[src/rtl/fifo_pin_driver_if.sv]
// Stream and tile-pin bundle for fifo_pin_driver: upstream push stream,
// downstream pop stream and the FIFO tile's strobe/flag pins.
interface fifo_pin_driver_if;
    logic [7:0] s_data;
    logic       s_valid;
    logic       s_ready;
    logic [7:0] m_data;
    logic       m_valid;
    logic       m_ready;
    logic [7:0] fifo_din;
    logic       fifo_wr;
    logic       fifo_rd;
    logic [7:0] fifo_dout;
    logic       fifo_empty;
    logic       fifo_full;

    modport master (
        input  s_data, s_valid, m_ready, fifo_dout, fifo_empty, fifo_full,
        output s_ready, m_data, m_valid, fifo_din, fifo_wr, fifo_rd
    );

    modport slave (
        output s_data, s_valid, m_ready, fifo_dout, fifo_empty, fifo_full,
        input  s_ready, m_data, m_valid, fifo_din, fifo_wr, fifo_rd
    );
endinterface

[src/rtl/fifo_pin_driver.sv]
// Host-side driver for the FIFO tile pins: turns a byte stream into write
// strobes and pops bytes back out through read strobes into an output buffer.
module fifo_pin_driver #(
    parameter int unsigned RD_LATENCY = 1,
    parameter int unsigned OUT_DEPTH  = 2
) (
    input logic               clk,
    input logic               rst_n,
    fifo_pin_driver_if.master bus
);
    localparam int unsigned   PTR_W    = (OUT_DEPTH > 1) ? $clog2(OUT_DEPTH) : 1;
    localparam int unsigned   CNT_W    = PTR_W + 1;
    localparam logic [1:0]    LAT_LAST = 2'(RD_LATENCY - 1);
    localparam logic [CNT_W:0] DEPTH_V = (CNT_W + 1)'(OUT_DEPTH);

    typedef enum logic [2:0] {IDLE, WR, RD, CAP, SETTLE} state_t;
    typedef enum logic {GRANT_READ, GRANT_WRITE} grant_t;

    state_t           state, next_state;
    grant_t           last_grant;
    logic [7:0]       hold_data;
    logic             hold_valid;
    logic             inflight;
    logic [1:0]       wait_cnt;
    logic [7:0]       out_mem [OUT_DEPTH];
    logic [PTR_W-1:0] wr_ptr, rd_ptr;
    logic [CNT_W-1:0] out_count;
    logic [CNT_W:0]   occupancy;
    logic             wr_q, rd_q, wr_d, rd_d;
    logic [7:0]       din_q, din_d;
    logic             s_fire, m_fire, cap_last, can_wr, can_rd;

    assign s_fire    = bus.s_valid && !hold_valid;
    assign m_fire    = (out_count != '0) && bus.m_ready;
    assign cap_last  = (state == CAP) && (wait_cnt == LAT_LAST);
    // Reads reserve a buffer slot while in flight so a captured byte always has room.
    assign occupancy = {1'b0, out_count} + {{CNT_W{1'b0}}, inflight};
    assign can_wr    = hold_valid && !bus.fifo_full;
    assign can_rd    = !bus.fifo_empty && (occupancy < DEPTH_V);

    assign bus.s_ready  = !hold_valid;
    assign bus.m_valid  = (out_count != '0);
    assign bus.m_data   = out_mem[rd_ptr];
    assign bus.fifo_wr  = wr_q;
    assign bus.fifo_rd  = rd_q;
    assign bus.fifo_din = din_q;

    always_ff @(posedge clk or negedge rst_n) begin
        if (!rst_n) state <= IDLE;
        else        state <= next_state;
    end

    always_comb begin
        next_state = state;
        unique case (state)
            IDLE: begin
                if (can_wr && can_rd)
                    next_state = (last_grant == GRANT_READ) ? WR : RD;
                else if (can_wr)
                    next_state = WR;
                else if (can_rd)
                    next_state = RD;
            end
            WR:      next_state = SETTLE;
            RD:      next_state = CAP;
            CAP:     next_state = cap_last ? IDLE : CAP;
            SETTLE:  next_state = IDLE;
            default: next_state = IDLE;
        endcase
    end

    // Strobes are decoded from the upcoming state so the pins are flop outputs
    // that are high exactly while the FSM sits in WR or RD.
    always_comb begin
        wr_d  = (next_state == WR);
        rd_d  = (next_state == RD);
        din_d = (next_state == WR) ? hold_data : din_q;
    end

    always_ff @(posedge clk or negedge rst_n) begin
        if (!rst_n) begin
            wr_q  <= 1'b0;
            rd_q  <= 1'b0;
            din_q <= '0;
        end else begin
            wr_q  <= wr_d;
            rd_q  <= rd_d;
            din_q <= din_d;
        end
    end

    always_ff @(posedge clk or negedge rst_n) begin
        if (!rst_n) begin
            hold_data  <= '0;
            hold_valid <= 1'b0;
            last_grant <= GRANT_READ;
            inflight   <= 1'b0;
            wait_cnt   <= '0;
        end else begin
            if (s_fire) begin
                hold_data  <= bus.s_data;
                hold_valid <= 1'b1;
            end else if (state == WR) begin
                hold_valid <= 1'b0;
            end
            if (state == WR) last_grant <= GRANT_WRITE;
            if (state == RD) last_grant <= GRANT_READ;
            if (state == RD)    inflight <= 1'b1;
            else if (cap_last)  inflight <= 1'b0;
            wait_cnt <= (state == CAP) ? wait_cnt + 2'd1 : '0;
        end
    end

    always_ff @(posedge clk or negedge rst_n) begin
        if (!rst_n) begin
            for (int unsigned i = 0; i < OUT_DEPTH; i++) out_mem[i] <= '0;
            wr_ptr    <= '0;
            rd_ptr    <= '0;
            out_count <= '0;
        end else begin
            if (cap_last) begin
                out_mem[wr_ptr] <= bus.fifo_dout;
                wr_ptr          <= wr_ptr + PTR_W'(1);
            end
            if (m_fire) rd_ptr <= rd_ptr + PTR_W'(1);
            case ({cap_last, m_fire})
                2'b10:   out_count <= out_count + CNT_W'(1);
                2'b01:   out_count <= out_count - CNT_W'(1);
                default: out_count <= out_count;
            endcase
        end
    end
endmodule
[src/flat_wrapper.sv]
// flat-port wrapper written by rule: the top's interface ports become plain ports
module fifo_pin_driver_flat 
#(
    parameter int unsigned RD_LATENCY = 1,
    parameter int unsigned OUT_DEPTH  = 2
)
  (clk, rst_n, bus_s_data, bus_s_valid, bus_m_ready, bus_fifo_dout, bus_fifo_empty, bus_fifo_full, bus_s_ready, bus_m_data, bus_m_valid, bus_fifo_din, bus_fifo_wr, bus_fifo_rd);
  fifo_pin_driver_if bus_i ();
  input logic clk;
  input logic rst_n;
  input wire logic [$bits(bus_i.s_data)-1:0] bus_s_data;
  input wire logic [$bits(bus_i.s_valid)-1:0] bus_s_valid;
  input wire logic [$bits(bus_i.m_ready)-1:0] bus_m_ready;
  input wire logic [$bits(bus_i.fifo_dout)-1:0] bus_fifo_dout;
  input wire logic [$bits(bus_i.fifo_empty)-1:0] bus_fifo_empty;
  input wire logic [$bits(bus_i.fifo_full)-1:0] bus_fifo_full;
  output wire logic [$bits(bus_i.s_ready)-1:0] bus_s_ready;
  output wire logic [$bits(bus_i.m_data)-1:0] bus_m_data;
  output wire logic [$bits(bus_i.m_valid)-1:0] bus_m_valid;
  output wire logic [$bits(bus_i.fifo_din)-1:0] bus_fifo_din;
  output wire logic [$bits(bus_i.fifo_wr)-1:0] bus_fifo_wr;
  output wire logic [$bits(bus_i.fifo_rd)-1:0] bus_fifo_rd;
  assign bus_i.s_data = bus_s_data;
  assign bus_i.s_valid = bus_s_valid;
  assign bus_i.m_ready = bus_m_ready;
  assign bus_i.fifo_dout = bus_fifo_dout;
  assign bus_i.fifo_empty = bus_fifo_empty;
  assign bus_i.fifo_full = bus_fifo_full;
  assign bus_s_ready = bus_i.s_ready;
  assign bus_m_data = bus_i.m_data;
  assign bus_m_valid = bus_i.m_valid;
  assign bus_fifo_din = bus_i.fifo_din;
  assign bus_fifo_wr = bus_i.fifo_wr;
  assign bus_fifo_rd = bus_i.fifo_rd;
  fifo_pin_driver #(.RD_LATENCY(RD_LATENCY), .OUT_DEPTH(OUT_DEPTH)) u_core (.clk(clk), .rst_n(rst_n), .bus(bus_i));
endmodule
[config.mk]
export PLATFORM = sky130hd
export DESIGN_NAME = fifo_pin_driver_flat
export DESIGN_NICKNAME = d
export VERILOG_FILES = /design/src/rtl/fifo_pin_driver_if.sv /design/src/rtl/fifo_pin_driver.sv /design/src/flat_wrapper.sv
export SDC_FILE = /design/constraint.sdc
export NUM_CORES = 1
export LEC_CHECK = 0
export ABC_AREA = 1
export CORE_UTILIZATION = 30
export CTS_BUF_LIST = sky130_fd_sc_hd__clkbuf_8
export CTS_CLUSTER_SIZE = 12
export DETAILED_ROUTE_END_ITERATION = 10
export PLACE_DENSITY_LB_ADDON = 0.12
export SLEW_MARGIN = 20
export SYNTH_ARGS = -nofsm -noshare
export SYNTH_HDL_FRONTEND = slang
export SYNTH_SLANG_ARGS = --single-unit
[constraint.sdc]
create_clock -name clk -period 1.9 [get_ports clk]
set_clock_uncertainty 0.2 [all_clocks]
set_input_delay 0.38 -clock clk [delete_from_list [all_inputs] [get_ports clk]]
set_output_delay 0.38 -clock clk [all_outputs]
set_load 0.1 [all_outputs]
==> run summary <==
• 83.89 µm — x dimension of the die
• 8.955% — compound-gate portion of the synthesized area
• 1.32 ns — required time reported for the critical path endpoint
• 2012 µm² — mapped cell area
• 92.03% — Final period util
• 1.244% — Adder-Cell Fraction of Synth Area
• 0.2646 ns — measured slew at the worst slew-check pin
• 11.42% — Tot GR Track Use
• 6422 µm² — placeable core region
• 83.89 µm — Die Height
• 0 — number of routed nets with antenna violations
• 1,399 — via count of the first global-routing pass
• 0 — Setup Viol. Count Final
• 0 — count of final hold-check violations
• 20.96% — simple-gate share of the synthesized area
• 0 — max cap viols
• 61 — number of DRC violations after detailed-routing iteration 0
• finished with violations — run status
• 322 — Inst Count DP
• 2 — H-tree depth
• 0 — global-route congestion overflow total
• 41 — Port Buffers
• register to register — Min-Delay Path Class
• register to output port — CP Class
• 1.17 ns — CP arrival
• 3710 µm — total wire length
• yes — TritonCTS clock tree
• 2 — Bufs on Longest Clock Path
• 4.260 — number of vias per cell after detailed routing
• 9 — cell depth of the worst flop-to-flop path
• dfrtp_1 (57%), nand2_1 (12%), o21ai_2 (7.0%), mux2_2 (4.5%), inv_1 (4.3%) — largest cells by area after synthesis
• 57.21% — sequential cell area fraction in the yosys report
• 5 — Inserted Clock Buffers
• 0 — number of antenna violations at the first check in global routing
• 0 — warnings from Yosys
• 8 — biggest fanout along the worst timing path
• 23 — post-synth cell types
• 82.18% — Slew HR
• 0 — number of synthesized flops with an enable pin
• 57.21% — Yosys top cell area share
• nand2_1 — most frequent cell after synthesis
• 44.93% — post-layout utilization of the core
• clkbuf_8 — CTS Root Buffer Type
• 46 — Sinks on Clock Net
• false — setup repair after global routing missed its margin
• 0.1515 ns — Setup WS post-layout
• 42 — number of I/O pins
• 0 — max-slew violation count
• 47 — largest net degree at the start of global routing
• 0.08 ns — post-CTS clock slew at the launch and capture registers of the worst setup and hold paths
• 11.21 µm — final routed wire length divided by cell count
• 46 — Yosys reg bits
• 0.01312 ns — worst setup timing slack at the placement stage
• output port — category of the worst setup path capture point
• 4.478% — mux contribution to synthesized area
• 6417 µm — wire length of the first global-routing pass
• 0.6511 — final weighted congestion of routability-driven global placement
• nand2_1 (66), dfrtp_1 (46), inv_1 (23) — most frequent cells after synthesis
• 277 — Layout Nets
• 31.33% — starting density of the core
• 32.28% — proportion of layout cells with a drive suffix above 1
• 43.41% — Layout area overhead
• DRC — failing checks
• 0 — setup repair bufs after CTS
• 1 — Hold Path Cell Cnt
• 9 — first drt pass iteration count
• simple AND/OR/NAND/NOR gates — largest family of logic cells by synthesized area
• 0.29 ns — clock network latency to the later pin of the worst-skew pair
• 7038 µm² — area of the die
• 331 — final standard cell count with taps included and fillers excluded
• 571.9 MHz — Max Clock Freq
• 2636 µm — total half-perimeter wirelength after legalization and detailed placement
• 1.306% — XOR/XNOR Fraction of Synth Area
• 29 — number of rows created at floorplan
• 1.749 ns — Tmin final
• 202 — cells after synthesis
• 0 ns — Post-Route Setup TNS
• 9.960 µm² — per-instance average area after synthesis
• 5 — DRC violations left
• dfrtp_1 — most area-hungry cell type in the Yosys netlist
• register — Startpoint Class
• 1,410 — detailed-route via count
• 100.0% — fraction of registers with async set/reset
• 0 — count of inserted antenna diode cells
• dfrtp_1 — Top FF cell, synth
• 226 — post-synth net total
## critical path, stage by stage, from the launching register on
cell and delay (ns):
dfrtp_1 0.39, buf_4 0.17, nand2_1 0.08, nand2_2 0.07, buf_12 0.16
## layer usage
layer,up-vias,track usage (%),share of wire [%]
li1,731,-,-
met1,643,15.80,49
met2,34,17.73,47
met3,2,2.770,4.1
met4,0,3.292,0.40
met5,-,0,0
## worst paths after layout
| check | from | end | slack (ns) |
|---|---|---|---|
| max in group asynchronous | rst_n | u_core.bus.fifo_din[5] | 0.88 |
| worst min-delay path | u_core.wait_cnt[0] | u_core.wait_cnt[0] | 0.24 |
| min in group asynchronous | rst_n | u_core.out_count[1] | 0.40 |
| worst max-delay path | u_core.rd_ptr | bus_m_data[1] | 0.15 |
| worst max register to register | u_core.wait_cnt[0] | u_core.out_count[1] | 0.19 |
| worst min register to register | u_core.wait_cnt[0] | u_core.wait_cnt[0] | 0.24 |
## stage by stage
stage	instance area, µm²	hold slack (ns)
floorplan	2038	-0.1156
global placement	2763	0.1856
detailed placement	2763	0.1852
CTS	2869	0.2531
global route	2885	0.2737
finish	2885	0.2434
## cell families after synthesis
group | after synthesis
AOI/OAI and AO/OA | 23
xor gates and xnor gates | 3
adders and majority gates | 2
buffers and inverters | 27
DFF | 46
muxes | 8
and+or+nand+nor | 93
## layout by cell type (no fill, tap or decap), types with 2 or more instances in the layout
cell	synthesis	routed
nand2_2	4	12
inv_1	23	22
mux2_2	8	8
nor2_4	2	2
o21ai_2	16	16
clkdlybuf4s50_1	0	20
clkinv_2	0	2
dfrtp_1	46	46
o21ai_0	4	3
nand2_1	66	58
nand2_4	3	3
clkinvlp_4	0	2
buf_4	0	4
buf_12	0	21
xnor2_1	2	2
nor2_1	4	4
nand3_1	11	11
clkbuf_8	0	6
## state kept, by name (all words and copies together) (netlist names)
signal and count:
u_core.bus.fifo_wr 1, u_core.bus.fifo_rd 1, u_core.bus.fifo_din 8, u_core.wait_cnt 2
u_core.state 3, u_core.inflight 1, u_core.wr_ptr 1, u_core.hold_data 8
u_core.out_count 2, u_core.out_mem 16, u_core.last_grant 1, u_core.hold_valid 1
u_core.rd_ptr 1
## cell type report
type | count | area (µm²)
Fill cell | 626 | 3537
Sequential cell | 46 | 1151
Multi-Input combinational cell | 129 | 782.0
Timing Repair Buffer | 47 | 665.6
Tap cell | 77 | 96.34
Inverter | 24 | 95.09
Clock buffer | 6 | 82.58
Clock inverter | 2 | 12.51
## timing repair
item	CTS	global route
endpoints found under the hold margin	46	0
hold buffers	1	0
setup endpoints to repair	6	1
resized for setup	1	3
Power is not shown: default switching activity piles up to over one toggle a cycle in this logic, so the estimate is an artifact.
